### config.mk
export PLATFORM = sky130hd
export DESIGN_NAME = ram_dump_tx
export DESIGN_NICKNAME = d
export VERILOG_FILES = /design/src/rtl/ram_dump_tx.sv
export SDC_FILE = /design/constraint.sdc
export NUM_CORES = 1
export LEC_CHECK = 0
export CORE_MARGIN = 5
export CORE_UTILIZATION = 50
export DETAILED_ROUTE_END_ITERATION = 16
export DONT_BUFFER_PORTS = 1
export GPL_TIMING_DRIVEN = 0
export PLACE_DENSITY_LB_ADDON = 0.15
export SYNTH_ARGS = -nofsm -noshare
export SYNTH_HDL_FRONTEND = slang
export SYNTH_SLANG_ARGS = --single-unit
export TNS_END_PERCENT = 20
### constraint.sdc
create_clock -name clk -period 5.59 [get_ports clk]
set_input_delay 1.677 -clock clk [delete_from_list [all_inputs] [get_ports clk]]
set_output_delay 1.677 -clock clk [all_outputs]
set_load 0.03 [all_outputs]
### src/rtl/ram_dump_tx.sv
// ram_dump_tx: reads the 16-byte RAM and sends each byte LSB-first on a UART 8N1 line.
// Optional framing (sync byte 0x55 and a trailing checksum) is enabled by defining RAM_DUMP_FRAME_EN.
module ram_dump_tx #(
   parameter int CLKS_PER_BIT = 234,
   parameter int READ_WAIT    = 2
) (
   input  logic       clk,
   input  logic       rst,
   input  logic       start,
   output logic       addr_override,
   output logic [3:0] addr_out,
   input  logic [7:0] ram_data,
   output logic       tx,
   output logic       busy,
   output logic       done
);
   localparam logic [2:0] IDLE      = 3'd0;
   localparam logic [2:0] SET_ADDR  = 3'd1;
   localparam logic [2:0] WAIT      = 3'd2;
   localparam logic [2:0] START_BIT = 3'd3;
   localparam logic [2:0] DATA_BITS = 3'd4;
   localparam logic [2:0] STOP_BIT  = 3'd5;
`ifdef RAM_DUMP_FRAME_EN
   localparam logic [2:0] SYNC      = 3'd6;
   localparam logic [2:0] CHECKSUM  = 3'd7;
`endif
   localparam logic [15:0] BIT_LAST  = 16'(CLKS_PER_BIT - 1);
   localparam logic [15:0] WAIT_LAST = 16'(READ_WAIT - 1);

   logic [2:0]  state;
   logic [15:0] cnt;
   logic [2:0]  bit_n;
   logic [7:0]  shift;
   logic [3:0]  idx;
   logic        start_q;
`ifdef RAM_DUMP_FRAME_EN
   logic [7:0]  sum;
   logic        head;
   logic        tail;
`endif

   logic bit_end;
   assign bit_end       = cnt == BIT_LAST;
   assign busy          = state != IDLE;
   assign addr_override = busy;
   assign addr_out      = idx;
   assign tx            = state == START_BIT ? 1'b0 : state == DATA_BITS ? shift[0] : 1'b1;

   // Dump sequencer: address stepping, RAM sampling and bit-time counting share one counter.
   always_ff @(posedge clk or posedge rst) begin
      if (rst) begin
         state   <= IDLE;
         cnt     <= '0;
         bit_n   <= '0;
         shift   <= '0;
         idx     <= '0;
         start_q <= 1'b0;
         done    <= 1'b0;
`ifdef RAM_DUMP_FRAME_EN
         sum     <= '0;
         head    <= 1'b0;
         tail    <= 1'b0;
`endif
      end else begin
         start_q <= start;
         done    <= 1'b0;
         case (state)
            IDLE:
               if (start && !start_q)
`ifdef RAM_DUMP_FRAME_EN
                  state <= SYNC;
`else
                  state <= SET_ADDR;
`endif
            SET_ADDR: state <= WAIT;
            WAIT:
               if (cnt == WAIT_LAST) begin
                  cnt   <= '0;
                  shift <= ram_data;
`ifdef RAM_DUMP_FRAME_EN
                  sum   <= sum + ram_data;
`endif
                  state <= START_BIT;
               end else cnt <= cnt + 16'd1;
            START_BIT:
               if (bit_end) begin
                  cnt   <= '0;
                  state <= DATA_BITS;
               end else cnt <= cnt + 16'd1;
            DATA_BITS:
               if (bit_end) begin
                  cnt   <= '0;
                  shift <= shift >> 1;
                  bit_n <= bit_n + 3'd1;
                  if (bit_n == 3'd7) state <= STOP_BIT;
               end else cnt <= cnt + 16'd1;
            STOP_BIT:
               if (bit_end) begin
                  cnt <= '0;
`ifdef RAM_DUMP_FRAME_EN
                  if (head) begin
                     head  <= 1'b0;
                     state <= SET_ADDR;
                  end else if (idx != 4'd15) begin
                     idx   <= idx + 4'd1;
                     state <= SET_ADDR;
                  end else if (!tail) state <= CHECKSUM;
                  else begin
                     state <= IDLE;
                     idx   <= '0;
                     done  <= 1'b1;
                     tail  <= 1'b0;
                     sum   <= '0;
                  end
`else
                  if (idx != 4'd15) begin
                     idx   <= idx + 4'd1;
                     state <= SET_ADDR;
                  end else begin
                     state <= IDLE;
                     idx   <= '0;
                     done  <= 1'b1;
                  end
`endif
               end else cnt <= cnt + 16'd1;
`ifdef RAM_DUMP_FRAME_EN
            SYNC: begin
               shift <= 8'h55;
               head  <= 1'b1;
               state <= START_BIT;
            end
            CHECKSUM: begin
               shift <= -sum;
               tail  <= 1'b1;
               state <= START_BIT;
            end
`endif
            default: state <= IDLE;
         endcase
      end
   end
endmodule

# Yosys cells after proc, flatten, opt, wreduce, memory -nomap -nowiden
# Index checks and enable logic that the tools add are counted.
word_totals:
  ff_bits: 36
  in_bits: 11
  output_inout_bits: 8
op_classes:
  reduce_logical: 11
  n_mux: 20
  eq_ne: 15
  add_sub_neg: 3
ops:
  columns: ["operator", "count"]
  rows:
  - ["16-bit 2-to-1 mux", 2]
  - ["16-bit one-hot mux with 2 select lines", 1]
  - ["3-bit 2-to-1 mux", 6]
  - ["3-bit one-hot mux with 6 select lines", 1]
  - ["16-bit by 1-bit adder with 16-bit output, second input constant", 1]
  - ["16-bit by 1-bit equality test with 1-bit output, second input constant", 1]
  - ["16-bit by 8-bit equality test with 1-bit output, second input constant", 1]
  - ["8-bit 2-to-1 mux", 2]
  - ["8-bit one-hot mux with 2 select lines", 1]
  - ["2-bit inequality test, second input constant", 5]
  - ["3-bit equality test, second input constant", 3]
  - ["3-bit by 2-bit equality test with 1-bit output, second input constant", 2]
  - ["1-bit 2-to-1 mux", 6]
  - ["6-bit AND reduction", 1]
  - ["4-bit by 1-bit adder with 4-bit output, second input constant", 1]
  - ["4-bit 2-to-1 mux", 1]
  - ["4-bit inequality test, second input constant", 1]
  - ["2-bit AND reduction", 2]
  - ["2-bit nonzero test", 2]
  - ["3-bit by 1-bit adder with 3-bit output, second input constant", 1]
  - ["3-bit by 1-bit equality test with 1-bit output, second input constant", 1]
  - ["3-bit zero test", 1]
  - ["3-bit AND reduction", 1]
  - ["3-bit nonzero test", 1]
  - ["other kinds (4)", 4]

# Logic depth before layout (Yosys ltp)
# Gate-level depths: netlist of the first run.
depth:
  depth_word: 4
  ltp_mapped: 7

# Least setup slack after synthesis of the first run
# No wires, ideal clock.
synth_timing:
  path_type: "register to output"
  from: "register state[2]"
  to: "output tx"
  slack_ns: 2.515
  required_time_ns: 3.913
  path_stages_with_launch: 5
  arrival_ns: 1.398
  path_cell_list: "dfrtp_1 -> or3b_2 -> clkbuf_1 -> nor2_1 -> a21oi_1"
synth_via:
  elab_chain_len: 3
  word_cells_on_any_way: 4
  classes_between: "eq/ne (2); mux (2)"
synth_rtl:
  columns: ["element", "line_no", "source"]
  rows:
  - ["from (decl)", "30", "logic [2:0] state;"]
  - ["from (signal assigned)", "52", "state <= IDLE;"]
  - ["from (signal assigned)", "73", "state <= SET_ADDR;"]
  - ["from (signal assigned)", "75", "SET_ADDR: state <= WAIT;"]
  - ["3-bit equality test", "47", "assign tx = state == START_BIT ? 1'b0 : state == DATA_BITS ? shift[0] : 1'b1;"]
  - ["1-bit 2-to-1 mux", "47", null]
  - ["1-bit 2-to-1 mux *", "47", null]
  - ["to (decl)", "13", "output logic tx,"]
# Mark *: on every way between the ends. The rest lies on a longest branch, timed or not.

# Final worst setup path of the first run
# Ends and elaborated chain as after synthesis.

==> results of run 1 <==
[state kept, by name (all words and copies together) (netlist names)]
name / cells
cnt: 16
shift: 8
addr_out: 4
bit_n: 3
state: 3
done: 1
start_q: 1
[cell families (layout without fill, tap and decap cells)]
| group | Yosys count | count (layout) | synth area share, % |
|---|---|---|---|
| flip-flops | 36 | 36 | 45.8 |
| multiplexers | 5 | 5 | 3.24 |
| AO/OA/AOI/OAI | 29 | 29 | 9.35 |
| XOR/XNOR | 15 | 15 | 6.67 |
| AND/OR/NAND/NOR | 97 | 97 | 29.1 |
| adder cells (fa/ha/maj) | 5 | 5 | 3.18 |
| buffers and inverters | 11 | 19 | 2.67 |
[report_power, final]
group / total, mW / internal [mW] / switching (mW)
combinational: 0.00914 / 0.00233 / 0.00681
sequential: 0.265 / 0.264 / 0.00187
clock: 0.226 / 0.132 / 0.0940
[metrics by stage]
stage                     utilization, %  setup slack (ns)  instances
after CTS                           57.1              1.97        254
after global placement              54.2              2.33        246
after detailed placement            54.2              2.30        246
final                               57.1              1.98        254
after floorplan                        -              2.52        198
after global routing                57.1              1.89        254
[final cells by class]
class	count	share of cell area [%]
clock buffer	6	3.40
tap	48	2.81
clock inverter	2	1.64
multi-input combinational	151	47.5
buffer	7	1.76
sequential	36	42.2
inverter	4	0.703
[cell usage after synthesis (4+ instances only)]
library cell and number:
and4_1 4, clkbuf_1 5, nor3_1 14, xnor2_1 5, dfrtp_1 36, inv_1 4, nand3_1 12, xor2_1 10
nand2_1 8, nor2_1 15, nor4_1 9, ha_1 5, nand4_1 10, a21oi_1 11, and3_1 6
[worst max-delay path: stages (launching register included)]
cell	delay, ns
dfrtp_1	0.42
or3b_2	0.21
clkbuf_1	0.33
nor2_1	0.11
a21oi_1	0.57
[layer usage]
metal	vias to the layer above	global-route usage [%]	wire, um
met5	-	0	0
met4	0	5.33	53
met3	6	4.27	213
met2	35	27.3	1930
met1	728	25.0	2020
li1	755	-	-
[path summary, 6_finish.rpt]
| check | startpoint | end | slack (ns) |
|---|---|---|---|
| worst max-delay path | state[2] | tx | 1.98 |
| worst min-delay path | bit_n[0] | bit_n[0] | 0.49 |
| worst max register to register | cnt[0] | bit_n[1] | 3.16 |
| worst min register to register | bit_n[0] | bit_n[0] | 0.49 |
| max in group asynchronous | rst | state[2] | 3.72 |
| min in group asynchronous | rst | cnt[15] | 1.39 |
==> impl_metrics.json, run 1 <==
{
  "p_per_area_mw_per_mm2": 235,
  "irDropWorstVdd_mv": 0.114,
  "yosysTopAreaCell": "dfrtp_1",
  "hpwl_mm": 3.05,
  "start_util_pct": 52.6,
  "place_area_mm2": 0.00203,
  "synth_area_leaders": "dfrtp_1 (46%), xor2_1 (4.5%), nor3_1 (3.6%)",
  "hold_buffers": 0,
  "yosysSeqAreaShare_pct": 45.8,
  "hold_path_class": "reg2reg",
  "cts_buffers": 5,
  "drt-initial-drc-count": 87,
  "drtAntennaViolNets": 0,
  "finalNetCount": 221,
  "fmax_ghz": 0.277,
  "grt_max_degree": 37,
  "clock-skew-final_ns": 0.00552,
  "p_leak_nw": 0.894,
  "maxCapViolCount": 0,
  "rsz0062_at_grt": "no",
  "synth_flop_cell": "dfrtp_1",
  "portBuffers": 0,
  "post_cts_buffers": 0,
  "rows": 22,
  "ios": 19,
  "antenna_cells": 0,
  "worstSetupPathType": "reg2out",
  "finalSetupViolations": 0,
  "syn2layout_area_growth_pct": 8.52,
  "die_h_um": 72.7,
  "syn_inst": 198,
  "n_fill_cell": 345,
  "via_count": 1524,
  "slew-limit-headroom_pct": 50.1,
  "fin_crit_ns": 3.61,
  "cts_tree": "done",
  "viasPerCell": 6.00,
  "rr_worst_depth": 5,
  "remaining_drc_errors": 0,
  "synth-edff-count": 0,
  "clkSinkCount": 36,
  "layout_commonest_cell": "dfrtp_1",
  "period_share_pct": 64.6,
  "stdcell_area_mm2": 0.00214,
  "totalWireLength_mm": 4.21,
  "critical_path.max_fanout": 10,
  "cp.required_ns": 3.91,
  "hold_violations": 0,
  "fin_setup_tns_ns": 0,
  "die_w_um": 72.7,
  "synthDistinctLibCells": 42,
  "cts.reportedPaths.clkPinSlew_ns": 0.07,
  "power.total_mw": 0.501,
  "synth_fp_nets": 214,
  "htree_levels": 2,
  "avgRoutedWirePerCell_um": 16.6,
  "multi_input_area_mm2": 0.00101,
  "yosysTopAreaCellShare_pct": 45.8,
  "ff_latch_area_um2": 901,
  "die-area_mm2": 0.00529,
  "synth_area_per_cell_um2": 9.94,
  "cts_resized": 0,
  "overflow": 0,
  "antenna_found_initial": 0,
  "cts-root-buf": "clkbuf_8",
  "netlist_area_mm2": 0.00197,
  "worstMarginPinSlew_ns": 0.747,
  "start_kind": "register",
  "final_cell_mix": "dfrtp_1 (36), nor2_1 (15), nor3_1 (14)",
  "core_region_area_mm2": 0.00374,
  "first_pass_iters": 4,
  "synthArstFlopShare_pct": 100,
  "grt_first_pass_wirelength_mm": 7.33,
  "ys_ff_latch": 36,
  "synth_warnings": 0,
  "gr-usage-all-layers_pct": 17.8,
  "whs_path_depth": 1,
  "grt_pass1_vias": 1514,
  "drive_gt1_share_pct": 10.2,
  "clk_path_buf_depth": 2,
  "end_kind": "output pin",
  "report.final.slew_viol_count": 0,
  "status": "finished clean",
  "insertion_delay_ns": 0.29,
  "gp_congestion": 0.835,
  "hold_slack_ns": 0.488,
  "worstPathArrival_ns": 1.94
}
(Power assumes the default switching activity.)
==> run 2: changes to the inputs <==
- ABC_AREA: unset -> 1
- clock period: 5.59 -> 3 ns (I/O delays scaled with it)
==> impl_metrics.json, run 2 <==
{
  "synth_area_per_cell_um2": 7.00,
  "synth_fp_nets": 335,
  "syn2layout_area_growth_pct": 7.06,
  "via_count": 2000,
  "finalSetupViolations": 0,
  "die_h_um": 76.8,
  "post_cts_buffers": 0,
  "switching_share_pct": 46.4,
  "drt-initial-drc-count": 147,
  "ys_top_cells_by_count": "nand2_1 (129), dfrtp_1 (36), nand3_1 (35)",
  "cts-root-buf": "clkbuf_8",
  "report.final.slew_viol_count": 0,
  "fin_setup_tns_ns": 0,
  "synth_warnings": 0,
  "whs_path_depth": 2,
  "irDropWorstVdd_mv": 0.352,
  "crit_path_end": "tx",
  "slew-limit-headroom_pct": 49.3,
  "crit_path_frequent_cell": "nand2_1",
  "hpwl_mm": 3.54,
  "cpMaxStageDelayCell": "dfrtp_1",
  "path_depth": 5,
  "drtAntennaViolNets": 0,
  "fin_crit_ns": 2.43,
  "fmax_ghz": 0.412,
  "synth_area_leaders": "dfrtp_1 (40%), nand2_1 (22%), nand3_1 (7.8%)",
  "rr_worst_depth": 9,
  "largest_register_ffs": 16,
  "antenna_cells": 0,
  "drive_gt1_share_pct": 10.1,
  "start_util_pct": 51.3,
  "synth_most_common_cell": "nand2_1",
  "rsz0062_at_grt": "no",
  "overflow": 0,
  "cp.required_ns": 2.10,
  "hold_path_class": "reg2reg",
  "hold_buffers": 0,
  "clock-skew-final_ns": 0.00567,
  "portBuffers": 0,
  "netlist_area_mm2": 0.00223,
  "layout_commonest_cell": "nand2_1",
  "start_kind": "register",
  "end_kind": "output pin",
  "ios": 19,
  "crit_start": "state[0]",
  "r2r-end": "cnt[7]",
  "synth-edff-count": 0,
  "antenna_found_initial": 0,
  "yosysTopAreaCell": "dfrtp_1",
  "clk_path_buf_depth": 2,
  "worstSetupPathType": "reg2out",
  "insertion_delay_ns": 0.30,
  "remaining_drc_errors": 0,
  "r2r_start": "cnt[1]",
  "switchingPower_mw": 0.891,
  "fin_ws_ns": 0.572,
  "top_register": "cnt",
  "die-area_mm2": 0.00590,
  "status": "finished clean",
  "syn_inst": 319,
  "die_w_um": 76.8,
  "reg2reg_slack_ns": 1.24,
  "maxCapViolCount": 0,
  "rows": 24,
  "finalNetCount": 342,
  "p_int_mw": 1.03,
  "p_per_area_mw_per_mm2": 803,
  "final_cell_mix": "nand2_1 (129), dfrtp_1 (36), nand3_1 (35)",
  "yosysTopAreaCellShare_pct": 40.3,
  "cts_resized": 0,
  "hold_violations": 0,
  "crit_chain": "nor2_4 > nand2_2 > buf_6 > nand2_1 > nand2_1",
  "first_pass_iters": 4,
  "power_frac_clock_pct": 18.9,
  "htree_levels": 2,
  "worstMarginPinSlew_ns": 0.760,
  "synthArstFlopShare_pct": 100,
  "period_share_pct": 80.9,
  "power_frac_seq_pct": 36.2,
  "viasPerCell": 5.28,
  "grt_first_pass_wirelength_mm": 8.36,
  "crit_path_max_incr_delay_ns": 0.47,
  "ys_ff_latch": 36,
  "p_leak_nw": 1.23,
  "gp_congestion": 0.913,
  "core_region_area_mm2": 0.00435,
  "grt_max_degree": 37,
  "cts_tree": "done",
  "clkSinkCount": 36,
  "placement.setup.worst_slack_ns": 0.889,
  "cts_buffers": 5,
  "avgRoutedWirePerCell_um": 12.5,
  "gr-usage-all-layers_pct": 17.2,
  "cp_top_family": "simple AND/OR/NAND/NOR gates",
  "grt_pass1_vias": 1851,
  "cts.reportedPaths.clkPinSlew_ns": 0.08,
  "pwr-share-comb_pct": 44.9,
  "totalWireLength_mm": 4.75,
  "synthDistinctLibCells": 25,
  "critical_path.max_fanout": 10,
  "worstPathArrival_ns": 1.53,
  "synth_flop_cell": "dfrtp_1",
  "crit_buf_inv": 1,
  "yosysSeqAreaShare_pct": 40.3
}
==> run 2: cell types whose count changed after synthesis, sizes merged, moves of 11 or more <==
cell   change
a21oi     -11
inv       +27
nand2    +127
nand3     +25
nor2      +20
nor3      -11
==> run 2: power by group through the flow <==
stage | sequential (mW) | clock (mW) | combinational [mW]
4_1_cts | 0.694 | 0.376 | 0.866
5_1_grt | 0.709 | 0.398 | 0.978
3_3_place_gp | 0.702 | 0 | 0.862
6_report | 0.696 | 0.362 | 0.862
3_5_place_dp | 0.701 | 0 | 0.866
2_1_floorplan | 0.677 | 0 | 0.706
==> run 2: how the worst min path moves through the flow <==
stage	from	endpoint
detailed placement	shift[2]	shift[2]
floorplan	shift[0]	shift[0]
global route	shift[4]	shift[4]
CTS	shift[2]	shift[2]
finish	shift[2]	shift[2]
global placement	shift[3]	shift[3]
==> run 2: final cells by class <==
type	instances	area, um2
tap	52	65.1
sequential	36	901
inverter	31	116
clock inverter	3	23.8
multi-input combinational	247	1170
buffer	5	41.3
clock buffer	5	68.8
fill	424	1960
==> run 2: cells by family after synthesis <==
family | synth area share, %
AND/OR/NAND/NOR | 45.7
buffers and inverters | 7.06
flip-flops | 40.3
AO/OA/AOI/OAI | 2.97
adder cells (fa/ha/maj) | 2.80
XOR/XNOR | 1.18
==> run 2: stage by stage <==
step	instances	utilization [%]	hold WS, ns	cell area, um2	total power, mW
floorplan	319	-	0.442	2230	1.38
global placement	371	52.8	0.455	2300	1.56
detailed placement	371	52.8	0.463	2300	1.57
CTS	379	54.9	0.484	2390	1.94
global route	379	54.9	0.495	2390	2.09
finish	379	54.9	0.479	2390	1.92
==> run 2: per-layer routing <==
layer / global-route usage (%) / vias to the layer above / part of all wire (%)
met5: 0 / - / 0
met4: 5.42 / 0 / 1.4
met3: 5.39 / 7 / 4.4
met2: 25.6 / 31 / 44
met1: 23.8 / 932 / 50
li1: - / 1030 / -
==> run 2: tightest hold or removal path, cell delays in order, from the launching register on <==
cell and delay, ns:
dfrtp_1 0.35, nand2_1 0.05, nand2_1 0.05
